[src/rtl/glyph_sprite_pkg.sv]
// Shared types for the glyph sprite engine: FSM state encoding and a counter width helper.
package glyph_sprite_pkg;

  typedef enum logic [2:0] {
    ST_IDLE,
    ST_WAIT_DMA,
    ST_REG_DATA,
    ST_WAIT_POS,
    ST_LINE,
    ST_NEXT,
    ST_DONE
  } glyph_sprite_state_t;

  // Bits needed to count 0..n-1, never less than one.
  function automatic int unsigned cnt_width(input int unsigned n);
    return (n > 1) ? $clog2(n) : 1;
  endfunction

endpackage

[src/rtl/glyph_sprite_engine_scale_counter.sv]
// Modulo-N counter with enable, synchronous clear (priority) and a wrap pulse on the terminal count.
module scale_counter
  import glyph_sprite_pkg::*;
#(
  parameter  int unsigned N = 8,
  localparam int unsigned W = cnt_width(N)
) (
  input  logic         clk,
  input  logic         rst,
  input  logic         en,
  input  logic         clr,
  output logic [W-1:0] count,
  output logic         wrap
);

  assign wrap = en && (count == W'(N - 1));

  always_ff @(posedge clk or posedge rst) begin
    if (rst) begin
      count <= '0;
    end else if (clr) begin
      count <= '0;
    end else if (en) begin
      count <= wrap ? '0 : count + 1'b1;
    end
  end

endmodule

[src/rtl/glyph_sprite_engine.sv]
// Scaled 1bpp sprite line engine: one ROM fetch per source line, pixel output aligned to sx.
// Optional macro GLYPH_SPRITE_HFLIP_EN adds an hflip input that mirrors each fetched line.
module glyph_sprite_engine
  import glyph_sprite_pkg::*;
#(
  parameter int unsigned WIDTH   = 8,
  parameter int unsigned HEIGHT  = 8,
  parameter int unsigned SCALE_X = 1,
  parameter int unsigned SCALE_Y = 1,
  parameter int unsigned LSB     = 1,
  parameter int unsigned CORDW   = 16,
  parameter int unsigned ADDRW   = $clog2(HEIGHT)
) (
  input  logic                    clk,
  input  logic                    rst,
  input  logic                    start,
  input  logic                    dma_avail,
  input  logic signed [CORDW-1:0] sx,
  input  logic signed [CORDW-1:0] sprx,
  input  logic        [WIDTH-1:0] data_in,
`ifdef GLYPH_SPRITE_HFLIP_EN
  input  logic                    hflip,
`endif
  output logic        [ADDRW-1:0] pos,
  output logic                    pix,
  output logic                    drawing,
  output logic                    done
);

  localparam int unsigned XSW = cnt_width(SCALE_X);
  localparam int unsigned XPW = cnt_width(WIDTH);
  localparam int unsigned YSW = cnt_width(SCALE_Y);

  glyph_sprite_state_t state, next_state;

  logic [WIDTH-1:0]        line_r;
  logic                    flip_r;
  logic [XSW-1:0]          xs_cnt;
  logic [XPW-1:0]          xp_cnt;
  logic [YSW-1:0]          y_cnt;
  logic                    xs_wrap, xp_wrap, y_wrap;
  logic                    in_line;
  logic                    rev;
  logic [XPW-1:0]          bit_idx;
  logic signed [CORDW-1:0] sprx_m1;
  logic                    unused_xs;

  assign in_line   = (state == ST_LINE);
  assign sprx_m1   = sprx - CORDW'(1);
  assign unused_xs = ^xs_cnt;

  // X counters are held clear outside LINE, which is equivalent to clearing them on
  // the WAIT_POS match since LINE is only entered from there.
  scale_counter #(.N(SCALE_X)) u_xscale (
    .clk   (clk),
    .rst   (rst),
    .en    (in_line),
    .clr   (!in_line),
    .count (xs_cnt),
    .wrap  (xs_wrap)
  );

  scale_counter #(.N(WIDTH)) u_xpix (
    .clk   (clk),
    .rst   (rst),
    .en    (xs_wrap),
    .clr   (!in_line),
    .count (xp_cnt),
    .wrap  (xp_wrap)
  );

  scale_counter #(.N(SCALE_Y)) u_yscale (
    .clk   (clk),
    .rst   (rst),
    .en    (state == ST_NEXT),
    .clr   (start),
    .count (y_cnt),
    .wrap  (y_wrap)
  );

  always_ff @(posedge clk or posedge rst) begin
    if (rst) begin
      state <= ST_IDLE;
    end else begin
      state <= next_state;
    end
  end

  always_comb begin
    next_state = state;
    case (state)
      ST_IDLE:     next_state = ST_IDLE;
      ST_WAIT_DMA: if (dma_avail) next_state = ST_REG_DATA;
      ST_REG_DATA: next_state = ST_WAIT_POS;
      ST_WAIT_POS: if (sx == sprx_m1) next_state = ST_LINE;
      ST_LINE:     if (xp_wrap) next_state = ST_NEXT;
      ST_NEXT: begin
        if (y_cnt != YSW'(SCALE_Y - 1))       next_state = ST_WAIT_DMA;
        else if (pos == ADDRW'(HEIGHT - 1))   next_state = ST_DONE;
        else                                  next_state = ST_WAIT_DMA;
      end
      ST_DONE:     next_state = ST_IDLE;
      default:     next_state = ST_IDLE;
    endcase
    if (start) next_state = ST_WAIT_DMA;
  end

  always_ff @(posedge clk or posedge rst) begin
    if (rst) begin
      pos <= '0;
    end else if (start || state == ST_DONE) begin
      pos <= '0;
    end else if (state == ST_NEXT && y_wrap && pos != ADDRW'(HEIGHT - 1)) begin
      pos <= pos + 1'b1;
    end
  end

  always_ff @(posedge clk or posedge rst) begin
    if (rst) begin
      line_r <= '0;
    end else if (state == ST_REG_DATA) begin
      line_r <= data_in;
    end
  end

`ifdef GLYPH_SPRITE_HFLIP_EN
  always_ff @(posedge clk or posedge rst) begin
    if (rst) begin
      flip_r <= 1'b0;
    end else if (state == ST_REG_DATA) begin
      flip_r <= hflip;
    end
  end
`else
  assign flip_r = 1'b0;
`endif

  assign rev     = (LSB != 0) ^ flip_r;
  assign bit_idx = rev ? xp_cnt : XPW'(WIDTH - 1) - xp_cnt;

  always_comb begin
    pix     = 1'b0;
    drawing = 1'b0;
    done    = 1'b0;
    case (state)
      ST_LINE: begin
        drawing = 1'b1;
        pix     = line_r[bit_idx];
      end
      ST_DONE: done = 1'b1;
      default: ;
    endcase
  end

endmodule

[config.mk]
export PLATFORM = sky130hd
export DESIGN_NAME = glyph_sprite_engine
export DESIGN_NICKNAME = d
export VERILOG_FILES = /design/src/rtl/glyph_sprite_pkg.sv /design/src/rtl/glyph_sprite_engine_scale_counter.sv /design/src/rtl/glyph_sprite_engine.sv
export SDC_FILE = /design/constraint.sdc
export NUM_CORES = 1
export LEC_CHECK = 0
export ABC_AREA = 1
export ABC_CLOCK_PERIOD_IN_PS = 3850
export CORE_MARGIN = 8
export CORE_UTILIZATION = 53
export DETAILED_ROUTE_END_ITERATION = 12
export PLACE_DENSITY_LB_ADDON = 0.12
export SYNTH_ARGS = -nofsm -noshare
export SYNTH_HDL_FRONTEND = slang
export SYNTH_SLANG_ARGS = --single-unit
[constraint.sdc]
create_clock -name clk -period 3.85 [get_ports clk]
set_clock_uncertainty 0.2 [all_clocks]
set_input_delay 0.385 -clock clk [delete_from_list [all_inputs] [get_ports clk]]
set_output_delay 0.385 -clock clk [all_outputs]
set_load 0.02 [all_outputs]
==> results.json <==
{
  "initial_core_util": 0.5392,
  "yosysUniqueCellTypes": 30,
  "clock_path_buffers": 2,
  "cts_tree": "done",
  "critPathLaunchType": "register",
  "timing.setup.tns_ps": 0,
  "synth_area_per_cell_um2": 6.389,
  "drt_iter0_markers": 88,
  "cts.htree.levels": 1,
  "num_cts_buffers": 3,
  "drive_gt1_frac": 0.1102,
  "period_minus_slack_ps": 2691,
  "flow.area_growth_from_synthesis_pct": 29.51,
  "worstSetupEndpointType": "output pin",
  "timing.hold.worst.class": "in -> async",
  "timing.max_cap.violations": 0,
  "grt_antenna_before_repair": 0,
  "clkTransAtPathRegs_ps": 100,
  "grt_pass1_wl_mm": 7.962,
  "cts.sinks": 19,
  "gpl.final_weighted_congestion": 0.8475,
  "fill_cells": 322,
  "fp.dieArea_um2": 5827,
  "place_hpwl_mm": 3.792,
  "io_pins": 50,
  "ant_nets": 0,
  "die-width_um": 76.34,
  "rsz0062_at_grt": "no",
  "cts_hold_buf": 0,
  "maximum_number_of_pins_on_one_net_before_global_route_repair": 20,
  "seq_area_frac_synth": 0.2464,
  "globalRouteOverflowTotal": 0,
  "grt_use_total": 0.1578,
  "max_freq_mhz": 371.6,
  "area.sequential_um2": 475.5,
  "outcome": "completed",
  "slew_viol_final": 0,
  "grt_pass1_vias": 1884,
  "p_leak_nw": 1.217,
  "finish.net_count": 404,
  "crit_required_ps": 3260,
  "post-route-drc-count": 0,
  "finish.cell_count_without_fillers": 402,
  "drt-total-wl_mm": 4.538,
  "cts_resized": 0,
  "drt_pre_antenna_iters": 4,
  "synthDominantAreaCellType": "sky130_fd_sc_hd__dfrtp_1",
  "power_density_over_cell_area_nw_per_um2": 287.5,
  "slew-limit-headroom": 0.5221,
  "timing.reg2reg.worst_path_depth": 7,
  "setup_ws_ps": 1159,
  "synthCells": 302,
  "hold_violations": 0,
  "multi_input_area_um2": 1292,
  "path_max_fanout": 9,
  "num_vias": 1952,
  "worst_skew_pair.late_latency_ps": 300,
  "post-cts-setup-buffers": 0,
  "number_of_vias_per_cell": 4.856,
  "synth.net_count": 351,
  "period_utilization": 0.6989,
  "placementRows": 22,
  "synth-warning-count": 0,
  "largest_cells_by_area_after_synthesis": "sky130_fd_sc_hd__dfrtp_1 25%, sky130_fd_sc_hd__nand2_1 18%, sky130_fd_sc_hd__nor2_1 8.2%, sky130_fd_sc_hd__inv_1 6.8%, sky130_fd_sc_hd__nand3_1 4.7%",
  "power.ir.vdd_worst_uv": 172.4,
  "floorplan.die.height_um": 76.34,
  "routed_wire_length_per_instance_um": 11.29,
  "preCtsSetupSlack_ps": 1178,
  "mappedNetlistArea_um2": 1929,
  "path_class": "reg -> out",
  "detailed_place.area_um2": 2472,
  "placement.io_buffers": 49,
  "clk_root_buffer_cell": "sky130_fd_sc_hd__clkbuf_4",
  "critical_path_arrival_ps": 2110,
  "core_um2": 3578,
  "finalCoreUtilization": 0.6983,
  "placed_cells": 398,
  "synth_seq_cells": 19,
  "worstMarginPinSlew_ps": 716.0,
  "yosys.area.top_type_share": 0.2464,
  "antenna_cells_inserted": 0,
  "postLayoutCellArea_um2": 2499,
  "setup_violations": 0
}
==> layer usage <==
| layer | GRT usage | up-vias | share of wire |
|---|---|---|---|
| met3 | 0.03184 | 4 | 0.041 |
| met5 | 0 | - | 0 |
| met2 | 0.2545 | 41 | 0.45 |
| met1 | 0.2084 | 857 | 0.50 |
| met4 | 0.04038 | 0 | 0.0086 |
| li1 | - | 1050 | - |
==> area by class of cell <==
type	instances	area share
clock buffers	4	0.01052
multi-input cells	241	0.5173
repair buffers	49	0.1963
inverters	41	0.06159
flip-flops and latches	19	0.1903
well taps	48	0.02404
==> metrics by stage <==
stage / hold slack (ps) / power (W)
CTS: 287.6 / 0.0007244
global route: 313.0 / 0.0007858
floorplan: 136.1 / 0.0005053
detailed placement: 262.7 / 0.0006186
global placement: 257.6 / 0.0006123
finish: 285.7 / 0.0007184
==> synth_stat cells, drive strengths merged <==
cell and count:
o22ai 3, nand2 104, o21ai 12, a21oi 3
nor3 3, inv 41, a31oi 1, conb 1
xnor2 8, or2 2, or3b 1, xor2 7
ha 5, nand4 8, o211ai 1, nor2 57
nand3b 4, dfrtp 19, buf 1, nand3 21
==> state kept, by name (all words and copies together), names as in the netlist <==
name and count:
pos 3, u_xscale.count 1, u_yscale.count 1, state 3
u_xpix.count 3, line_r 8
==> power breakdown <==
| part | total, W | internal [W] | leakage, nW | switching (W) |
|---|---|---|---|---|
| clock | 0.000102 | 0.0000404 | 0.0150 | 0.0000611 |
| sequential | 0.000295 | 0.000259 | 0.244 | 0.0000364 |
| combinational | 0.000322 | 0.000141 | 0.959 | 0.000181 |
| total | 0.000718 | 0.000440 | 1.22 | 0.000279 |
==> path summary, 6_finish.rpt <==
kind / from / slack [ps] / endpoint
setup / recovery: state[1]$_DFFE_PP0P_ / 1160 / pix
hold / removal: rst / 290 / pos[2]$_DFFE_PP0P_
setup reg to reg: state[0]$_DFFE_PP0P_ / 1810 / state[1]$_DFFE_PP0P_
hold reg to reg: line_r[7]$_DFFE_PP0P_ / 290 / line_r[7]$_DFFE_PP0P_
max in group asynchronous: rst / 2710 / line_r[3]$_DFFE_PP0P_
min in group clk: line_r[7]$_DFFE_PP0P_ / 290 / line_r[7]$_DFFE_PP0P_
==> cell families (layout without fill, tap and decap cells) <==
| logic type | after synthesis | in the layout | synth area share |
|---|---|---|---|
| AOI/OAI and AO/OA | 20 | 20 | 0.05578 |
| xor gates and xnor gates | 15 | 15 | 0.07199 |
| other | 1 | 1 | 0.001944 |
| buffers and inverters | 42 | 94 | 0.08366 |
| and+or+nand+nor | 200 | 200 | 0.5078 |
| DFF | 19 | 19 | 0.2464 |
| adders and majority gates | 5 | 5 | 0.03243 |
==> critical path, cell delays in order (launching register included) <==
cell and delay, ps:
sky130_fd_sc_hd__dfrtp_1 400, sky130_fd_sc_hd__inv_1 90, sky130_fd_sc_hd__nand2_1 80, sky130_fd_sc_hd__nor2_2 290, sky130_fd_sc_hd__o21ai_0 150, sky130_fd_sc_hd__a31oi_1 170, sky130_fd_sc_hd__clkdlybuf4s50_1 620
==> cells in the final DEF, fill, tap and decap left out <==
master	n
sky130_fd_sc_hd__nand2_4	3
sky130_fd_sc_hd__nor3_1	3
sky130_fd_sc_hd__o21ai_0	12
sky130_fd_sc_hd__xor2_1	6
sky130_fd_sc_hd__clkbuf_4	3
sky130_fd_sc_hd__or3b_2	1
sky130_fd_sc_hd__inv_1	35
sky130_fd_sc_hd__a31oi_1	1
sky130_fd_sc_hd__a21oi_1	3
sky130_fd_sc_hd__ha_1	5
sky130_fd_sc_hd__inv_2	6
sky130_fd_sc_hd__xnor2_1	8
sky130_fd_sc_hd__nor2_2	6
sky130_fd_sc_hd__nand3b_1	4
sky130_fd_sc_hd__nand3_1	18
sky130_fd_sc_hd__nor2_8	1
sky130_fd_sc_hd__nand2_2	7
sky130_fd_sc_hd__nor2_1	42
sky130_fd_sc_hd__o22ai_1	3
sky130_fd_sc_hd__conb_1	1
sky130_fd_sc_hd__nand3_2	2
sky130_fd_sc_hd__or2_1	1
sky130_fd_sc_hd__nand4_1	8
sky130_fd_sc_hd__xor2_2	1
sky130_fd_sc_hd__dfrtp_1	19
sky130_fd_sc_hd__nor2_4	8
sky130_fd_sc_hd__or2_0	1
sky130_fd_sc_hd__nand3_4	1
sky130_fd_sc_hd__clkdlybuf4s50_1	49
sky130_fd_sc_hd__nand2_1	94
sky130_fd_sc_hd__o211ai_1	1
sky130_fd_sc_hd__clkbuf_1	1
Power figures use the tool's default switching activity.
